$ cat src/rtl/wb_stage_pkg.sv
// Shared widths and debug-FSM state encoding for the write-back stage.
package wb_stage_pkg;
    localparam int REG_IDX_W = 3;
    localparam int DATA_W    = 64;
    localparam int REG_COUNT = 8;
    localparam int RD_PORTS  = 3;

    typedef enum logic [1:0] {
        DBG_IDLE    = 2'd0,
        DBG_CAPTURE = 2'd1,
        DBG_ACK     = 2'd2
    } dbg_state_t;
endpackage

$ cat src/rtl/wb_regfile.sv
// 8 x 64 register file: r0 hard-wired to zero, combinational reads.
// Define WB_BYPASS_EN to forward same-cycle write data to matching reads.
module wb_regfile
    import wb_stage_pkg::*;
(
    input  logic                                 clk,
    input  logic                                 rst,
    input  logic                                 i_we,
    input  logic [REG_IDX_W-1:0]                 i_waddr,
    input  logic [DATA_W-1:0]                    i_wdata,
    input  logic [RD_PORTS-1:0][REG_IDX_W-1:0]   i_raddr,
    output logic [RD_PORTS-1:0][DATA_W-1:0]      o_rdata
);
    logic [DATA_W-1:0] r_regs [REG_COUNT];

    genvar gi;
    // r0 is never written, so it reads zero without any read-side masking.
    generate
        for (gi = 0; gi < REG_COUNT; gi++) begin : g_reg
            always_ff @(posedge clk or posedge rst) begin
                if (rst) begin
                    r_regs[gi] <= '0;
                end else if ((gi != 0) && i_we && (i_waddr == REG_IDX_W'(gi))) begin
                    r_regs[gi] <= i_wdata;
                end
            end
        end
    endgenerate

    generate
        for (gi = 0; gi < RD_PORTS; gi++) begin : g_rd
`ifdef WB_BYPASS_EN
            logic w_hit;
            assign w_hit = i_we && (i_raddr[gi] != '0) && (i_raddr[gi] == i_waddr);
            assign o_rdata[gi] = w_hit ? i_wdata : r_regs[i_raddr[gi]];
`else
            assign o_rdata[gi] = r_regs[i_raddr[gi]];
`endif
        end
    endgenerate
endmodule

$ cat src/rtl/wb_stage.sv
// Write-back stage: write-data select, retire counter and debug read FSM.
// WB_BYPASS_EN (in wb_regfile) also makes the debug capture see same-cycle writes.
module wb_stage
    import wb_stage_pkg::*;
(
    input  logic                 clk,
    input  logic                 rst,
    input  logic                 NOOP_WB,
    input  logic                 ADDI_WB,
    input  logic                 MOVI_WB,
    input  logic                 LW_WB,
    input  logic                 SW_WB,
    input  logic                 SUBI_WB,
    input  logic                 WRE_WB,
    input  logic [DATA_W-1:0]    D_out_WB,
    input  logic [DATA_W-1:0]    ALU_result_WB,
    input  logic [DATA_W-1:0]    Offset_WB,
    input  logic [REG_IDX_W-1:0] rt_WB,
    input  logic [REG_IDX_W-1:0] rs_addr_ID,
    input  logic [REG_IDX_W-1:0] rt_addr_ID,
    output logic [DATA_W-1:0]    rs_data_ID,
    output logic [DATA_W-1:0]    rt_data_ID,
    input  logic                 dbg_req,
    input  logic [REG_IDX_W-1:0] dbg_addr,
    output logic                 dbg_ack,
    output logic [DATA_W-1:0]    dbg_data,
    output logic [31:0]          retire_cnt
);
    logic                               w_wr_en;
    logic [DATA_W-1:0]                  w_wdata;
    logic                               w_retire;
    logic [RD_PORTS-1:0][DATA_W-1:0]    w_rdata;
    logic                               w_unused_noop;

    dbg_state_t           r_state;
    logic [REG_IDX_W-1:0] r_dbg_addr;
    logic [DATA_W-1:0]    r_dbg_data;
    logic                 r_dbg_ack;
    logic [31:0]          r_retire_cnt;

    // A NOOP retires nothing and writes nothing; the flag carries no information here.
    assign w_unused_noop = NOOP_WB;

    assign w_wr_en  = WRE_WB && (LW_WB || MOVI_WB || ADDI_WB || SUBI_WB);
    assign w_wdata  = LW_WB   ? D_out_WB :
                      MOVI_WB ? Offset_WB : ALU_result_WB;
    assign w_retire = ADDI_WB || MOVI_WB || LW_WB || SW_WB || SUBI_WB;

    wb_regfile u_regfile (
        .clk     (clk),
        .rst     (rst),
        .i_we    (w_wr_en),
        .i_waddr (rt_WB),
        .i_wdata (w_wdata),
        .i_raddr ({r_dbg_addr, rt_addr_ID, rs_addr_ID}),
        .o_rdata (w_rdata)
    );

    always_ff @(posedge clk or posedge rst) begin
        if (rst) begin
            r_retire_cnt <= '0;
        end else if (w_retire && (r_retire_cnt != 32'hFFFF_FFFF)) begin
            r_retire_cnt <= r_retire_cnt + 32'd1;
        end
    end

    always_ff @(posedge clk or posedge rst) begin
        if (rst) begin
            r_state    <= DBG_IDLE;
            r_dbg_addr <= '0;
            r_dbg_data <= '0;
            r_dbg_ack  <= 1'b0;
        end else begin
            case (r_state)
                DBG_IDLE: begin
                    if (dbg_req) begin
                        r_dbg_addr <= dbg_addr;
                        r_state    <= DBG_CAPTURE;
                    end
                end
                DBG_CAPTURE: begin
                    r_dbg_data <= w_rdata[2];
                    r_dbg_ack  <= 1'b1;
                    r_state    <= DBG_ACK;
                end
                DBG_ACK: begin
                    if (!dbg_req) begin
                        r_dbg_ack <= 1'b0;
                        r_state   <= DBG_IDLE;
                    end
                end
                default: r_state <= DBG_IDLE;
            endcase
        end
    end

    assign rs_data_ID = w_rdata[0];
    assign rt_data_ID = w_rdata[1];
    assign dbg_ack    = r_dbg_ack;
    assign dbg_data   = r_dbg_data;
    assign retire_cnt = r_retire_cnt;
endmodule

$ cat config.mk
export PLATFORM = sky130hd
export DESIGN_NAME = wb_stage
export DESIGN_NICKNAME = d
export VERILOG_FILES = /design/src/rtl/wb_stage_pkg.sv /design/src/rtl/wb_regfile.sv /design/src/rtl/wb_stage.sv
export SDC_FILE = /design/constraint.sdc
export NUM_CORES = 2
export LEC_CHECK = 0
export BUFFER_PORTS_ARGS = -buffer_cell sky130_fd_sc_hd__buf_4
export CAP_MARGIN = 15
export CORE_MARGIN = 2
export CORE_UTILIZATION = 32
export DETAILED_ROUTE_END_ITERATION = 8
export PLACE_DENSITY = 0.48
export SKIP_CTS_REPAIR_TIMING = 1
export SLEW_MARGIN = 20
export SYNTH_ARGS = -nofsm -noshare
export SYNTH_HDL_FRONTEND = slang
export SYNTH_HIERARCHICAL = 1
export SYNTH_SLANG_ARGS = --single-unit
$ cat constraint.sdc
create_clock -name clk -period 24.6 [get_ports clk]
set_clock_uncertainty 0.2 [all_clocks]
set_input_delay 7.38 -clock clk [delete_from_list [all_inputs] [get_ports clk]]
set_output_delay 7.38 -clock clk [all_outputs]
set_load 0.05 [all_outputs]
==> impl_metrics.csv <==
group,metric,value,unit
power,powerDensity,110,nW/um^2
routing,routedWlPerCell,28.9,um
timing,fmax,54.1,MHz
placement,portBuffers,437,
clock_network,cts.sinks,550,
placement,dpl_cell_area,36600,um^2
worst_setup_path,end_kind,"output pin",
floorplan,dieWidth,321,um
floorplan,io_pins,439,
status,status,"completed",
floorplan,rows,116,
synthesis,ys_warn_count,134,
routing,via_per_inst,5.99,
timing,tightest_slew,1150,ps
worst_setup_path,cp.arrival,10920,ps
power,p_switching,1760,uW
grt,grt_max_degree,123,
clock_network,cts_buffers,72,
timing,fin_crit_sh,0.752,
job,maxCapViolations,0,
routing,firstDrtPassIters,6,
clock_network,cts_tree,"built",
routing,drtIter0Drc,1758,
worst_setup_path,crit_fanout,53,
synthesis,async_flop_share,1.00,
clock_network,insertion_delay,630,ps
placement,finalWeightedCongestion,0.792,
min_path,min_path_type,"reg2reg",
final_layout,final_area,38900,um^2
synthesis,synth.top_cells.by_area,"dfrtp_1 (43%), mux2_2 (23%), mux2i_1 (14%)",
synthesis,synthDistinctLibCells,39,
power,p_seq_frac,0.335,
power,switching_share,0.411,
synthesis,synthTopCellsByCount,"mux2_2 (647), dfrtp_1 (550), mux2i_1 (448)",
grt,grt_overflow_total,0,
timing,hold_viol_final,0,
clock_network,htreeDepth,3,
clock_network,path_clk_slew,50,ps
final_layout,final_nets,3153,
power,ir_drop,0.0613,mV
synthesis,synth_seq_cells,550,
routing,vias,25700,
final_layout,antennaDiodeCount,0,
routing,ant_nets,0,
worst_setup_path,cp-start-kind,"input port",
worst_setup_path,cp.required,17020,ps
synthesis,synth-seq-area-share,0.427,
synthesis,synth_cells,2619,
power,p_leak,0.0174,uW
final_layout,drive_above_1_share,0.424,
grt,antenna_found_initial,1,
floorplan,die_h,321,um
final_layout,area_growth,20.8,%
timing,finalSetupViolations,0,
power,clkPwrFrac,0.242,
routing,finalWirelength,124000,um
grt,first_global_vias,26900,
power,p_int,2530,uW
clock_network,cts-root-buf,"clkbuf_16",
floorplan,fp.coreArea,100000,um^2
floorplan,initial_core_util,0.323,
synthesis,yosysTopAreaCellShare,0.427,
synthesis,ys.flop_type,"dfrtp_1",
routing,drc,0,
synthesis,synth.most_common_cell,"mux2_2",
worst_setup_path,path_class,"in2out",
grt,grt_util_all_layers,0.232,
timing,drv_slew,0,
placement,hpwl,70700,um
synthesis,synth_nets,2834,
synthesis,synth_edf_count,0,
timing,min_period,18500,ps
floorplan,dieArea,103000,um^2
clock_network,clk_path_buf_depth,3,
synthesis,syn_area,32300,um^2
synthesis,synth_top_cell_by_area,"dfrtp_1",
final_layout,nFillCells,9540,
timing,setup_tns,0,ps
grt,grt_pass1_wl,178000,um
synthesis,avgSynthCellArea,12.3,um^2
timing,rsz0062_at_grt,"false",
power,combPwrFrac,0.423,
timing,slew-limit-headroom,0.225,
[flip-flops by register name, indices dropped and copies added (netlist names)]
name and count:
r_state 2, dbg_ack 1, r_dbg_addr 3, retire_cnt 32, dbg_data 64, u_regfile/r_regs 448
[power by group through the flow]
stage               clock network, uW  registers [uW]  logic [uW]
floorplan                           0            1550        1090
global placement                    0            1420        1780
detailed placement                  0            1440        1810
CTS                              1070            1430        1820
global route                     1100            1470        1920
finish                           1040            1440        1820
[layer usage]
layer	GRT usage	vias to the layer above	part of all wire
li1	-	10900	-
met1	0.307	13300	0.43
met2	0.376	1115	0.47
met3	0.0468	257	0.069
met4	0.0786	2	0.031
met5	0	-	0.00010
[final cells by class]
cell class / count / area (um^2) / share of cell area
clock inverters: 9 / 85.1 / 0.00218
inverters: 4 / 25.0 / 0.000642
multi-input cells: 1819 / 17500 / 0.449
repair buffers: 491 / 3730 / 0.0958
well taps: 1298 / 1620 / 0.0417
clock buffers: 115 / 2220 / 0.0570
flip-flops and latches: 550 / 13800 / 0.354
[final timing paths]
check	from	cells past startpoint	end	slack [ps]
worst max-delay path	rt_addr_ID[1]	7	rt_data_ID[42]	6100
worst min-delay path	dbg_data[9]	1	dbg_data[9]	310
worst max register to register	r_dbg_addr[0]	6	dbg_data[10]	20250
worst min register to register	dbg_data[9]	1	dbg_data[9]	310
max in group asynchronous	rst	5	u_regfile/r_regs[387]	14300
min in group asynchronous	rst	2	dbg_data[33]	6520
[cell families (layout without fill, tap and decap cells)]
group           count (synthesis)  after routing  share of synthesized area
flops                         550            550                      0.427
buf+inv                       250            619                     0.0339
fa+ha+maj                       1              1                   0.000388
xor+xnor                       30             30                    0.00815
compound gates                455            455                      0.116
simple gates                  177            177                     0.0284
mux                          1156           1156                      0.386
[worst max-delay path: stages]
cell,delay [ps]
buf_8,320
buf_4,860
buf_4,870
mux2_2,300
a221oi_1,70
a221oi_1,610
buf_4,320
[through the flow]
stage	hold WS, ps	util	setup WS (ps)	std cells	power (uW)
2_1_floorplan	286	-	4530	2619	2640
3_3_place_gp	294	0.366	6140	4161	3200
3_5_place_dp	298	0.366	6110	4161	3260
4_1_cts	313	0.389	6090	4285	4320
5_1_grt	326	0.389	6010	4286	4490
6_report	306	0.389	6100	4286	4290
[layout by cell type, fill, tap and decap left out, drive strengths merged, types with 7 or more instances in the layout]
cell type  netlist  layout
a221oi         384     384
and3             7       7
buf            125     491
clkbuf         121     115
dfrtp          550     550
mux2           708     708
mux2i          448     448
nand2           79      79
nand3           16      16
nand4           11      11
nor2            13      13
nor2b            7       7
nor3            11      11
nor4            10      10
o21ai           65      65
xnor2           10      10
xor2            20      20
Power figures use the tool's default switching activity.
